[config.mk]
export PLATFORM = sky130hd
export DESIGN_NAME = mb_crc_serdes
export DESIGN_NICKNAME = d
export VERILOG_FILES = /design/src/rtl/mb_crc_serdes.sv
export SDC_FILE = /design/constraint.sdc
export NUM_CORES = 1
export LEC_CHECK = 0
export CORE_MARGIN = 4
export CORE_UTILIZATION = 35
export DETAILED_ROUTE_END_ITERATION = 8
export GPL_ROUTABILITY_DRIVEN = 0
export RECOVER_POWER = 50
export SLEW_MARGIN = 20
export SYNTH_ARGS = -nofsm -noshare
export SYNTH_HDL_FRONTEND = slang
export SYNTH_SLANG_ARGS = --single-unit
[constraint.sdc]
create_clock -name CLK -period 1.8 [get_ports CLK]
set_input_delay 0.36 -clock CLK [delete_from_list [all_inputs] [get_ports CLK]]
set_output_delay 0.36 -clock CLK [all_outputs]
set_load 0.02 [all_outputs]
[src/rtl/mb_crc_serdes.sv]
`default_nettype none
// ---------------------------------------------------------------------------
// mb_crc_serdes : CRC-protected serializer (TX) and independent checking
//                 deserializer (RX), serial LFSR CRC, MSB first.  Rev 1.0
// ---------------------------------------------------------------------------
module mb_crc_serdes #(
  parameter int               DATA_W = 8,
  parameter int               CRC_W  = 3,
  parameter logic [CRC_W-1:0] POLY   = 3'b011
) (
  input  logic              CLK,
  input  logic              CLR,
  input  logic              Load,
  input  logic [DATA_W-1:0] Data_in,
  output logic              Busy,
  output logic              Data_out,
  output logic              Tx_done,
  input  logic              Rx_en,
  input  logic              Serial_In,
  output logic [DATA_W-1:0] Rx_data,
  output logic              Rx_done,
  output logic              ERROR
);

  localparam int FRAME_W = DATA_W + CRC_W;
  localparam int CNT_W   = $clog2(FRAME_W + 1);
  localparam logic [CNT_W-1:0] DATA_LAST  = CNT_W'(DATA_W);
  localparam logic [CNT_W-1:0] CRC_LAST   = CNT_W'(CRC_W);
  localparam logic [CNT_W-1:0] CRC_PRE    = CNT_W'(CRC_W - 1);
  localparam logic [CNT_W-1:0] FRAME_LAST = CNT_W'(FRAME_W - 1);

  typedef enum logic [1:0] {IDLE, DATA, CRC} tx_state_t;

  function automatic logic [CRC_W-1:0] crc_step(input logic [CRC_W-1:0] crc,
                                                input logic din);
    logic fb;
    fb = crc[CRC_W-1] ^ din;
    crc_step = {crc[CRC_W-2:0], 1'b0} ^ (fb ? POLY : '0);
  endfunction

  tx_state_t         tx_state;
  logic [DATA_W-1:0] tx_shift;
  logic [CRC_W-1:0]  tx_crc;
  logic [CNT_W-1:0]  tx_cnt;
  logic              tx_accept;

  // The closing edge of the last CRC bit also accepts a new frame, so
  // back-to-back frames run with no idle gap.
  assign tx_accept = Load && ((tx_state == IDLE) ||
                              (tx_state == CRC && tx_cnt == CRC_LAST));

  always_ff @(posedge CLK or negedge CLR) begin
    if (!CLR) begin
      tx_state <= IDLE;
      tx_shift <= '0;
      tx_crc   <= '0;
      tx_cnt   <= '0;
      Busy     <= 1'b0;
      Data_out <= 1'b0;
      Tx_done  <= 1'b0;
    end else begin
      Tx_done <= 1'b0;
      if (tx_accept) begin
        // First payload bit goes out immediately; tx_cnt counts bits emitted.
        tx_state <= DATA;
        Busy     <= 1'b1;
        Data_out <= Data_in[DATA_W-1];
        tx_shift <= {Data_in[DATA_W-2:0], 1'b0};
        tx_crc   <= crc_step('0, Data_in[DATA_W-1]);
        tx_cnt   <= CNT_W'(1);
      end else begin
        case (tx_state)
          IDLE: begin
            Busy     <= 1'b0;
            Data_out <= 1'b0;
          end
          DATA: begin
            if (tx_cnt == DATA_LAST) begin
              tx_state <= CRC;
              Data_out <= tx_crc[CRC_W-1];
              tx_crc   <= {tx_crc[CRC_W-2:0], 1'b0};
              tx_cnt   <= CNT_W'(1);
            end else begin
              Data_out <= tx_shift[DATA_W-1];
              tx_shift <= {tx_shift[DATA_W-2:0], 1'b0};
              tx_crc   <= crc_step(tx_crc, tx_shift[DATA_W-1]);
              tx_cnt   <= tx_cnt + 1'b1;
            end
          end
          CRC: begin
            if (tx_cnt == CRC_LAST) begin
              tx_state <= IDLE;
              Busy     <= 1'b0;
              Data_out <= 1'b0;
              tx_cnt   <= '0;
            end else begin
              Data_out <= tx_crc[CRC_W-1];
              tx_crc   <= {tx_crc[CRC_W-2:0], 1'b0};
              tx_cnt   <= tx_cnt + 1'b1;
              Tx_done  <= (tx_cnt == CRC_PRE);
            end
          end
          default: begin
            tx_state <= IDLE;
            Busy     <= 1'b0;
            Data_out <= 1'b0;
          end
        endcase
      end
    end
  end

  logic [CNT_W-1:0]  rx_cnt;
  logic [CRC_W-1:0]  rx_crc;
  logic [CRC_W-1:0]  rx_next;
  logic [DATA_W-1:0] rx_shift;

  assign rx_next = crc_step(rx_crc, Serial_In);

  // A good frame (payload followed by its CRC) leaves a zero remainder.
  always_ff @(posedge CLK or negedge CLR) begin
    if (!CLR) begin
      rx_cnt   <= '0;
      rx_crc   <= '0;
      rx_shift <= '0;
      Rx_data  <= '0;
      Rx_done  <= 1'b0;
      ERROR    <= 1'b0;
    end else begin
      Rx_done <= 1'b0;
      if (Rx_en) begin
        if (rx_cnt < DATA_LAST) begin
          rx_shift <= {rx_shift[DATA_W-2:0], Serial_In};
        end
        if (rx_cnt == FRAME_LAST) begin
          Rx_done <= 1'b1;
          Rx_data <= rx_shift;
          ERROR   <= (rx_next != '0);
          rx_cnt  <= '0;
          rx_crc  <= '0;
        end else begin
          rx_cnt <= rx_cnt + 1'b1;
          rx_crc <= rx_next;
        end
      end
    end
  end

endmodule
`default_nettype wire

Yosys cells after proc, flatten, opt, wreduce, memory -nomap -nowiden

Index checks and enable logic that the tools add are counted.
W data, S select, Z words.

Flip-flop bits (word level): 45
RAM bits: 0
Memories kept: 0
ROM bits: 0
Latch bits: 0
Word-level logic and storage cells: 77

Shift operators: 0
Eq/ne operators: 12
Add/sub/neg operators: 2
Bitwise operators: 4
Reduce and logical (&&, ||, !) cells: 13
Mux-type cells: 32
Divide/modulo/power cells: 0
Multipliers: 0
$lt $le $gt $ge: 1

Operator list:

| kind                  | number |
|---|---|
| $mux W8               | 3 |
| $mux W4               | 4 |
| $mux W2               | 6 |
| $mux W3               | 4 |
| $mux W1               | 10 |
| $reduce_and A2 Y1     | 5 |
| $add A4 B1 Y4 const B | 2 |
| $eq A4 B2 Y1 const B  | 2 |
| $eq A4 B4 Y1 const B  | 2 |
| $pmux W4 S2           | 1 |
| $ne A2 B2 Y1 const B  | 3 |
| $ne A3 B3 Y1 const B  | 2 |
| $pmux W2 S3           | 1 |
| $pmux W3 S2           | 1 |
| $reduce_bool A3 Y1    | 2 |
| $xor A3 B2 Y3         | 2 |
| $lt A4 B4 Y1 const B  | 1 |
| $pmux W1 S2           | 2 |
| $ne A3 B2 Y1 const B  | 1 |
| $reduce_and A3 Y1     | 1 |
| $eq A2 B1 Y1 const B  | 1 |
| $eq A2 B2 Y1 const B  | 1 |
| $logic_and A1 B1 Y1   | 2 |
| $logic_not A2 Y1      | 1 |
| other kinds (3)       | 4 |

Logic depth before layout (Yosys ltp)

Gate-level depths: netlist of run 1.

Depth in word-level cells: 6
Gate-level depth with buffers: 8
Mapped depth without buffers: 6

Worst setup path before layout of run 1

No wires, ideal clock.

Path type: reg-to-reg
Start point: register tx_cnt[0]
End point: register tx_crc[1]
Setup time: 0.126 ns
Clock period less this slack: 1.585 ns
Path slack: 0.215 ns
Cell stages (with the launch flop): 6
Path buffers: 0
Arrival: 1.459 ns
Cell sequence: dfrtp_1 -> ha_1 -> nor4bb_4 -> or2_2 -> o311ai_1 -> nand2_1

Cells in the longest elaborated chain, start to end: 6
Elaborated cells on any way between the ends: 11
Classes of those cells: eq/ne: 3; mux: 3; reduce/logical: 5

RTL lines:

| element                                                                    | RTL line | source |
|---|---|---|
| start, declared                                                            | 44       | `logic [CNT_W-1:0] tx_cnt;` |
| start signal, assigned                                                     | 87       | `tx_cnt <= tx_cnt + 1'b1;` |
| start signal, assigned                                                     | 99       | `tx_cnt <= tx_cnt + 1'b1;` |
| $eq A4 B2 Y1                                                               | 50, 91   |  |
| $logic_and A1 B1 Y1                                                        | 50       | `(tx_state == CRC && tx_cnt == CRC_LAST));` |
| $logic_or A1 B1 Y1                                                         | 49       | `assign tx_accept = Load && ((tx_state == IDLE) \|\|` |
| $logic_and A1 B1 Y1                                                        | 49       |  |
| $ne A3 B3 Y1 (no source line) / $reduce_bool A3 Y1 (equally long branches) | n/a      |  |
| $reduce_and A2 Y1 (no source line)                                         | n/a      |  |
| end signal, assigned                                                       | 69       | `tx_crc <= crc_step('0, Data_in[DATA_W-1]);` |
| end signal, assigned                                                       | 81       | `tx_crc <= {tx_crc[CRC_W-2:0], 1'b0};` |
| end signal, assigned                                                       | 86       | `tx_crc <= crc_step(tx_crc, tx_shift[DATA_W-1]);` |
| end, declared                                                              | 43       | `logic [CRC_W-1:0] tx_crc;` |

Parallel ways exist; a longest one is shown, timed or not.
A chain may end at the register's enable or synchronous reset.

Worst setup path in the final report of run 1

Ends and elaborated chain as after synthesis.

==> impl_metrics.toml, run 1 <==
[timing]
finalHoldViolations = 0
rsz0062_at_grt = "no"
skew_ps = 4.82
max_freq_ghz = 0.583
max_slew_margin = 0.312
fin_crit_sh = 0.953
finalCriticalPeriod_ps = 1720
worstMarginPinSlew_ps = 1030
finalSetupViolations = 0
worst_slack_ps = 84.0
slew_violations = 0
whs_ps = 510
setup_tns_ps = 0

[final_layout]
nFillCells = 581
nNetsFinal = 246
diodes = 0
area_growth_pct = 23.9
final_util = 0.444
layout-drive-gt1-share = 0.199
final_area_um2 = 2610
final_cells = 301

[worst_setup_path]
crit_fanout = 5
crit_required_ps = 1990
cp-start-kind = "register"
cp_slowest_cell = "dfrtp_1"
worstPathArrival_ps = 1910
crit_chain = "ha_1, nor4bb_4, or2_2, o311ai_1, nand2_1"
cpLargestDelayFamily = "simple AND/OR/NAND/NOR gates"
endpoint_kind = "register"
crit_type = "reg -> reg"
max_stage_delay_ps = 430
path_buf_inv = 0

[synthesis]
async_reset_ff_frac = 1.00
yosys_warnings = 0
synth-seq-cells = 44
ys.flop_type = "dfrtp_1"
syn-cell-area_um2 = 2110
synth_nets = 207
ys_types = 40
yosysTopAreaCell = "dfrtp_1"
synth-seq-area-share = 0.522
synth_top_area_frac = 0.522
avgSynthCellArea_um2 = 11.3
ys_top_cells_by_count = "dfrtp_1 (44), nand2_1 (19), o21ai_0 (19)"
synthTopCellsByArea = "dfrtp_1 (52%), mux2_2 (8.5%), ha_1 (4.7%)"
synth_edf_count = 0
yosysMostFrequentCell = "dfrtp_1"
synthesis.instances = 186

[floorplan]
coreArea_um2 = 5890
ios = 26
fp.dieArea_um2 = 7330
rows = 28
fp.dieH_um = 85.6
die_width_um = 85.6
initial_core_util = 0.358

[pwr]
peakVddDrop_mv = 0.758
p_leak_nw = 1.17
power.density_nw_per_um2 = 1700
totalPowerFinal_mw = 4.45

[route]
drt-wirelength-per-cell_um = 13.4
via_per_inst = 4.83
wl_um = 4040
via_count = 1455
met1_length_um = 2030
drtPass1Iterations = 4
wl_met2_um = 1830
highest_layer = "met4"
drt_iter0_markers = 51
drc = 0
detail-route-antenna-nets = 0
wl_met3_um = 127

[clock_network]
clock_latency_ps = 300
cts_buffers = 5
tritoncts = "built"
cts_root_buffer = "clkbuf_8"
max-clock-path-buffers = 2
cts_sinks = 44
clkTransAtPathRegs_ps = 90
cts_max_level = 2

[global_routing]
grt_max_degree = 20
overflow = 0
antenna_found_initial = 0
track_usage = 0.115
grt_pass1_vias = 1397
grt_pass1_wl_um = 6610

[placement]
dp_cells = 292
port_buffers = 25
hpwl_um = 2940
dp_slack_ps = 1.89
dpl_cell_area_um2 = 2490

[min_path]
hold_class = "reg -> reg"

[flow_run]
max_cap_viol_count = 0

[outcome]
status = "complete, no violations"
-- power by group --
| group | switching, mW | internal (mW) | leakage [nW] |
|---|---|---|---|
| clock | 0.363 | 0.418 | 0.0583 |
| combinational | 0.925 | 0.980 | 0.569 |
| sequential | 0.329 | 1.43 | 0.547 |
-- state kept, by name, indices dropped and copies added (netlist names) --
register  cells
ERROR         1
rx_crc        3
rx_cnt        4
Tx_done       1
tx_shift      7
Rx_done       1
tx_cnt        4
Rx_data       8
Data_out      1
tx_state      2
rx_shift      8
tx_crc        3
Busy          1
-- logic make-up (layout without fill, tap and decap cells) --
kind of cell             after synthesis  in the layout  share of synthesized area
AO/OA/AOI/OAI                         39             39                      0.112
XOR/XNOR                               3              3                     0.0125
adder cells (fa/ha/maj)                8              8                     0.0475
buffers and inverters                 18             58                     0.0493
flip-flops                            44             44                      0.522
multiplexers                          24             24                      0.123
AND/OR/NAND/NOR                       50             50                      0.134
-- area by class of cell --
| type | instances | area, um2 | area share |
|---|---|---|---|
| clock buffer | 5 | 68.8 | 0.0263 |
| clock inverter | 3 | 47.5 | 0.0182 |
| sequential | 44 | 1100 | 0.421 |
| inverter | 9 | 33.8 | 0.0129 |
| multi-input combinational | 124 | 905 | 0.346 |
| tap | 75 | 93.8 | 0.0359 |
| timing repair buffer | 41 | 363 | 0.139 |
-- final timing paths --
kind | to | cells past startpoint | start | slack [ps]
min in group asynchronous | Rx_data[7] | 2 | CLR | 750
setup / recovery | tx_crc[1] | 5 | tx_cnt[0] | 80
hold / removal | Rx_data[4] | 1 | Rx_data[4] | 510
max in group asynchronous | tx_shift[3] | 3 | CLR | 270
setup reg to reg | tx_crc[1] | 5 | tx_cnt[0] | 80
hold reg to reg | Rx_data[4] | 1 | Rx_data[4] | 510
-- repair_timing --
item	in CTS	in global routing
hold buffers	1	0
setup buffers	0	0
endpoints found under the hold margin	16	0
setup endpoints to repair	0	11
resized for setup	0	2
-- layout by cell type, fill, tap and decap left out, drive strengths merged, types with 3 or more instances in the layout --
cell	count
buf	12
o22ai	4
nand3	3
inv	9
nor2b	4
clkbuf	9
clkdlybuf4s50	23
xnor2	3
a21oi	4
nor2	5
mux2i	8
nand3b	4
dfrtp	44
and3	3
o21ai	20
nor3b	3
nand2	20
ha	8
mux2	16
-- per-layer routing --
layer	vias to the layer above	track usage
met2	22	0.168
met3	4	0.0336
li1	734	-
met5	-	0
met4	0	0.0432
met1	695	0.161
-- worst reg2reg max path: stages (launching register included) --
cell      delay (ps)
dfrtp_1          430
ha_1             250
nor4bb_4         190
or2_2            370
o311ai_1         290
nand2_1           80
Note: power is estimated with default switching activity, not from simulation.
==> inputs of run 2 (changes only) <==
--- a/config.mk
+++ b/config.mk
@@ -7,6 +7,7 @@
 export LEC_CHECK = 0
 export CORE_MARGIN = 4
 export CORE_UTILIZATION = 35
+export CTS_BUF_LIST = sky130_fd_sc_hd__clkbuf_2
 export DETAILED_ROUTE_END_ITERATION = 8
 export GPL_ROUTABILITY_DRIVEN = 0
 export RECOVER_POWER = 50
==> impl_metrics.toml, run 2 (synthesis gave the netlist of run 1 again) <==
[timing]
finalCriticalPeriod_ps = 1710
max_slew_margin = 0.329
worstMarginPinSlew_ps = 1010
fin_crit_sh = 0.950
rsz0062_at_grt = "no"
worst_slack_ps = 89.2
finalSetupViolations = 0
skew_ps = 26.4
setup_tns_ps = 0
slew_violations = 0
finalHoldViolations = 0
max_freq_ghz = 0.585

[global_routing]
antenna_found_initial = 0
track_usage = 0.113
overflow = 0
grt_pass1_vias = 1397
grt_pass1_wl_um = 6580
grt_max_degree = 20

[final_layout]
layout-drive-gt1-share = 0.207
nFillCells = 587
largestRegisters = "Rx_data: 8 flops, rx_shift: 8 flops, tx_shift: 7 flops"
area_growth_pct = 21.8
final_area_um2 = 2570
layout_common_cells = "dfrtp_1 (44), nand2_1 (19), o21ai_0 (18)"
layout_commonest_cell = "dfrtp_1"
nNetsFinal = 247
final_util = 0.436
final_cells = 302
diodes = 0

[worst_setup_path]
crit_type = "reg -> reg"
crit_required_ps = 2160
reg2reg_from = "tx_cnt[0]"
r2r_slack_ps = 90
reg2reg_depth = 5
rr_endpoint = "tx_crc[1]"
cp-start-kind = "register"
worstPathArrival_ps = 2070
endpoint_kind = "register"
crit_fanout = 4

[clock_network]
max-clock-path-buffers = 2
cts_buffers = 5
cts_max_level = 2
cts_sinks = 44
tritoncts = "built"
clock_latency_ps = 430
cts_root_buffer = "clkbuf_2"
clkTransAtPathRegs_ps = 260

[pwr]
combinationalPowerShare = 0.441
peakVddDrop_mv = 0.680
power.density_nw_per_um2 = 1620
netSwitchingFraction = 0.381
power.switching_mw = 1.59
p_seq_frac = 0.418
p_clk_frac = 0.141
intPower_mw = 2.58
p_leak_nw = 1.24

[placement]
port_buffers = 25
dpl_cell_area_um2 = 2490
dp_slack_ps = 1.89
hpwl_um = 2940
dp_cells = 292

[route]
wl_um = 3970
drt_iter0_markers = 54
drc = 0
detail-route-antenna-nets = 0
drt-wirelength-per-cell_um = 13.2
via_count = 1464
drtPass1Iterations = 4
via_per_inst = 4.85

[min_path]
min_path_cells = 3
hold_class = "in -> reg"
min_to = "tx_shift[1]"
hp-start = "Data_in[0]"

[floorplan]
rows = 28
fp.dieArea_um2 = 7330
fp.dieH_um = 85.6
die_width_um = 85.6
ios = 26
coreArea_um2 = 5890
initial_core_util = 0.358

[outcome]
status = "complete, no violations"

[flow_run]
max_cap_viol_count = 0
==> run 2: cell count changes in the layout (fill, tap and decap cells not counted), sizes merged <==
cell,previous run,this run
clkbuf,9,11
dlymetal6s2s,0,3
dlygate4sd2,0,10
clkdlybuf4s50,23,10
buf,12,11
==> run 2: repair_timing <==
item	CTS	global route
pin swaps	0	0
resized for setup	10	6
setup buffers	0	1
hold buffers	1	0
setup endpoints to repair	10	16
endpoints found under the hold margin	17	0
==> run 2: area by class of cell <==
| cell class | instances | area (um2) | area share |
|---|---|---|---|
| Sequential cell | 44 | 1100 | 0.429 |
| Multi-Input combinational cell | 124 | 907 | 0.353 |
| Inverter | 9 | 33.8 | 0.0132 |
| Clock buffer | 5 | 25.0 | 0.00974 |
| Clock inverter | 3 | 47.5 | 0.0185 |
| Timing Repair Buffer | 42 | 360 | 0.140 |
| Tap cell | 75 | 93.8 | 0.0365 |
==> run 2: how the worst max path moves through the flow <==
stage,startpoint,to,slack [ps],depth (start not counted)
2_1_floorplan,tx_cnt[0],tx_crc[1],210,5
3_3_place_gp,Rx_en,Rx_data[6],-10,5
3_5_place_dp,Rx_en,Rx_data[6],2,5
4_1_cts,Data_out,Data_out,8,1
5_1_grt,tx_cnt[0],tx_shift[3],6,6
6_report,tx_cnt[0],tx_crc[1],90,5
==> run 2: critical path, stage by stage, from the launching register on <==
cell and delay [ps]:
dfrtp_1 470, ha_1 240, nor4bb_4 180, or2_2 360, o311ai_1 290, nand2_1 80
==> run 2: power by group through the flow <==
stage,sequential (mW),combinational [mW],clock [mW]
after detailed placement,1.78,1.91,0
final,1.74,1.84,0.586
after floorplan,1.81,1.23,0
after CTS,1.75,1.85,0.606
after global placement,1.77,1.89,0
after global routing,1.81,2.05,0.644
==> run 2: through the flow <==
| step | hold WS, ps | total power [mW] |
|---|---|---|
| finish | 422 | 4.17 |
| global route | 432 | 4.50 |
| CTS | 348 | 4.21 |
| detailed placement | 327 | 3.69 |
| global placement | 328 | 3.66 |
| floorplan | 64.4 | 3.04 |
==> run 2: metal layers <==
layer | vias up | track usage | share of wire
met5 | - | 0 | 0
li1 | 733 | - | -
met2 | 23 | 0.169 | 0.45
met3 | 6 | 0.0279 | 0.031
met4 | 0 | 0.0432 | 0.019
met1 | 702 | 0.159 | 0.50
==> patch: new RTL, settings of run 1 <==
Set the parameter `DATA_W` to 4 (it was 8).
--- a/src/rtl/mb_crc_serdes.sv
+++ b/src/rtl/mb_crc_serdes.sv
@@ -4,7 +4,7 @@
 //                 deserializer (RX), serial LFSR CRC, MSB first.  Rev 1.0
 // ---------------------------------------------------------------------------
 module mb_crc_serdes #(
-  parameter int               DATA_W = 8,
+  parameter int               DATA_W = 4,
   parameter int               CRC_W  = 3,
   parameter logic [CRC_W-1:0] POLY   = 3'b011
 ) (
Ports: changed (resized Data_in and Rx_data); port bits go from 26 to 18. No check against the original RTL was run, so the function may have changed too.
==> patch against run 1 <==
- non-clock buffer count fell by 20
- first-iteration DRC count rose by 14%
- via count fell by 22%
- sequential power fell by 35%
- worst setup slack improved by 0.036 ns
- power fell by 32%
- design area fell by 26%
- synthesized area fell by 25%
- sequential share of layout area fell by 3.1 points
- sequential cell count fell by 14
- wire length fell by 24%
- core utilization fell by 0.28 points
- worst hold slack got worse by 0.030 ns
- largest power group unchanged
- highest routed layer unchanged
==> patch: results (changes against run 1) <==
metric,value,unit,change
Max IR drop VDD,0.650,mV,was 0.758 mV
Synth Net Count,168,,was 207
share of cells above drive strength 1,0.165,,was 0.199
PD cells,1570,nW/um2,was 1700 nW/um2
Critical Path AT,1.86,ns,was 1.91 ns
initial antenna violation count,0,,unchanged
Max Buffers Root-to-Sink,2,,unchanged
slowest CP cell,dfrtp_1,,unchanged
nets,194,,was 246
post-synthesis cell type count,38,,was 40
fill cell count,403,,was 581
leak pwr,0.889,nW,was 1.17 nW
Synth Area in Compound Gates,0.160,,was 0.112
Main synth FF type,dfrtp_1,,unchanged
HPWL Detailed,2230,um,was 2940 um
"non-filler cells, final",228,,was 301
Rel. slew slack,0.489,,was 0.312
port bufs,17,,was 25
Post-Place Cells,220,,was 292
Clock Latency Late Sink,0.28,ns,was 0.30 ns
synth top area cells,"dfrtp_1, ha_1, nand2_1",,"was dfrtp_1, mux2_2, ha_1"
root cell of the clock tree,clkbuf_8,,unchanged
placed standard-cell area,1830,um2,was 2490 um2
Max stage delay on crit path,0.41,ns,was 0.43 ns
largest net degree at the start of global routing,31,,was 20
Setup Skew,0.00352,ns,was 0.00482 ns
Adder-Cell Fraction of Synth Area,0.0794,,was 0.0475
first-pass GRT wire length,5510,um,was 6610 um
mux cell area share after synthesis,0.0730,,was 0.123
CP max FO,7,,was 5
DR pass1 iterations,6,,was 4
drt total wl,3050,um,was 4040 um
XOR/XNOR Fraction of Synth Area,0.0167,,was 0.0125
most common library cells after synthesis,"nand2_1, dfrtp_1, inv_1",,"was dfrtp_1, nand2_1, o21ai_0"
"Reg clk slew, reported paths",0.06,ns,was 0.09 ns
register area share after synthesis,0.476,,was 0.522
total track usage,0.131,,was 0.115
H-tree Lvls,2,,unchanged
sum of negative setup slack,0,ns,unchanged
Yosys top cell area share,0.476,,was 0.522
number of global-route vias before repair,1187,,was 1397
via count,1138,,was 1455
status,completed,,unchanged
top flop regs,"Rx_data (4), rx_shift (4)",,"was Rx_data (8), rx_shift (8), tx_shift (7)"
worst hold-check path type,reg2reg,,unchanged
DR iter-0 viols,58,,was 51
Post-Syn Area per Cell,10.6,um2,was 11.3 um2
## patch: cell count changes in the layout (fill, tap and decap cells not counted), sizes merged, moves of 4 or more
cell / run 1 / this run
dfrtp: 44 / 30
nand2: 20 / 32
mux2: 16 / 5
buf: 12 / 2
clkdlybuf4s50: 23 / 15
o21ai: 20 / 13
mux2i: 8 / 4
## patch: cell type report
| type | count | area share |
|---|---|---|
| tap | 52 | 0.0339 |
| clock buffer | 7 | 0.0450 |
| multi-input combinational | 106 | 0.405 |
| sequential | 30 | 0.391 |
| inverter | 11 | 0.0215 |
| timing repair buffer | 21 | 0.101 |
| clock inverter | 1 | 0.00261 |
## patch: routing by layer
layer | vias to the layer above | wire [um] | track usage
li1 | 557 | - | -
met1 | 551 | 1370 | 0.158
met2 | 23 | 1490 | 0.218
met3 | 7 | 151 | 0.0507
met4 | 0 | 36 | 0.0356
met5 | - | 0 | 0
## patch: worst paths after layout
| path | slack (ns) | end | cells past startpoint | from |
|---|---|---|---|---|
| max | 0.12 | Data_out | 6 | tx_cnt[1] |
| min | 0.48 | rx_shift[3] | 2 | rx_shift[3] |
| max reg2reg | 0.12 | Data_out | 6 | tx_cnt[1] |
| min reg2reg | 0.48 | rx_shift[3] | 2 | rx_shift[3] |
| max in group asynchronous | 0.63 | rx_shift[0] | 2 | CLR |
| min in group asynchronous | 0.69 | Busy | 2 | CLR |
## patch: report_power, final
group / internal, mW / switching, mW / total, mW
logic: 0.621 / 0.688 / 1.31
registers: 0.943 / 0.207 / 1.15
clock network: 0.308 / 0.245 / 0.553
total: 1.87 / 1.14 / 3.01
## patch: critical path, delay by kind of cell, from the launching register on
family,cells,cell delay [ns]
and+or+nand+nor,2,0.26
AOI/OAI and AO/OA,2,0.46
DFF,1,0.41
adders and majority gates,2,0.45
## patch: timing repair
action / CTS / global route
endpoints found under the setup margin: 0 / 1
buffers inserted: 0 / 0
resized for setup: 0 / 2
## patch: through the flow
step           power, mW  setup WS, ns
2_1_floorplan       2.07         0.255
3_3_place_gp        2.41         0.174
3_5_place_dp        2.46         0.132
4_1_cts             3.04         0.106
5_1_grt             3.28        0.0480
6_report            3.01         0.120
## patch: cell families after synthesis
| kind of cell | count (synthesis) |
|---|---|
| and+or+nand+nor | 50 |
| AOI/OAI and AO/OA | 34 |
| xor gates and xnor gates | 3 |
| buffers and inverters | 13 |
| DFF | 30 |
| muxes | 9 |
| adders and majority gates | 10 |
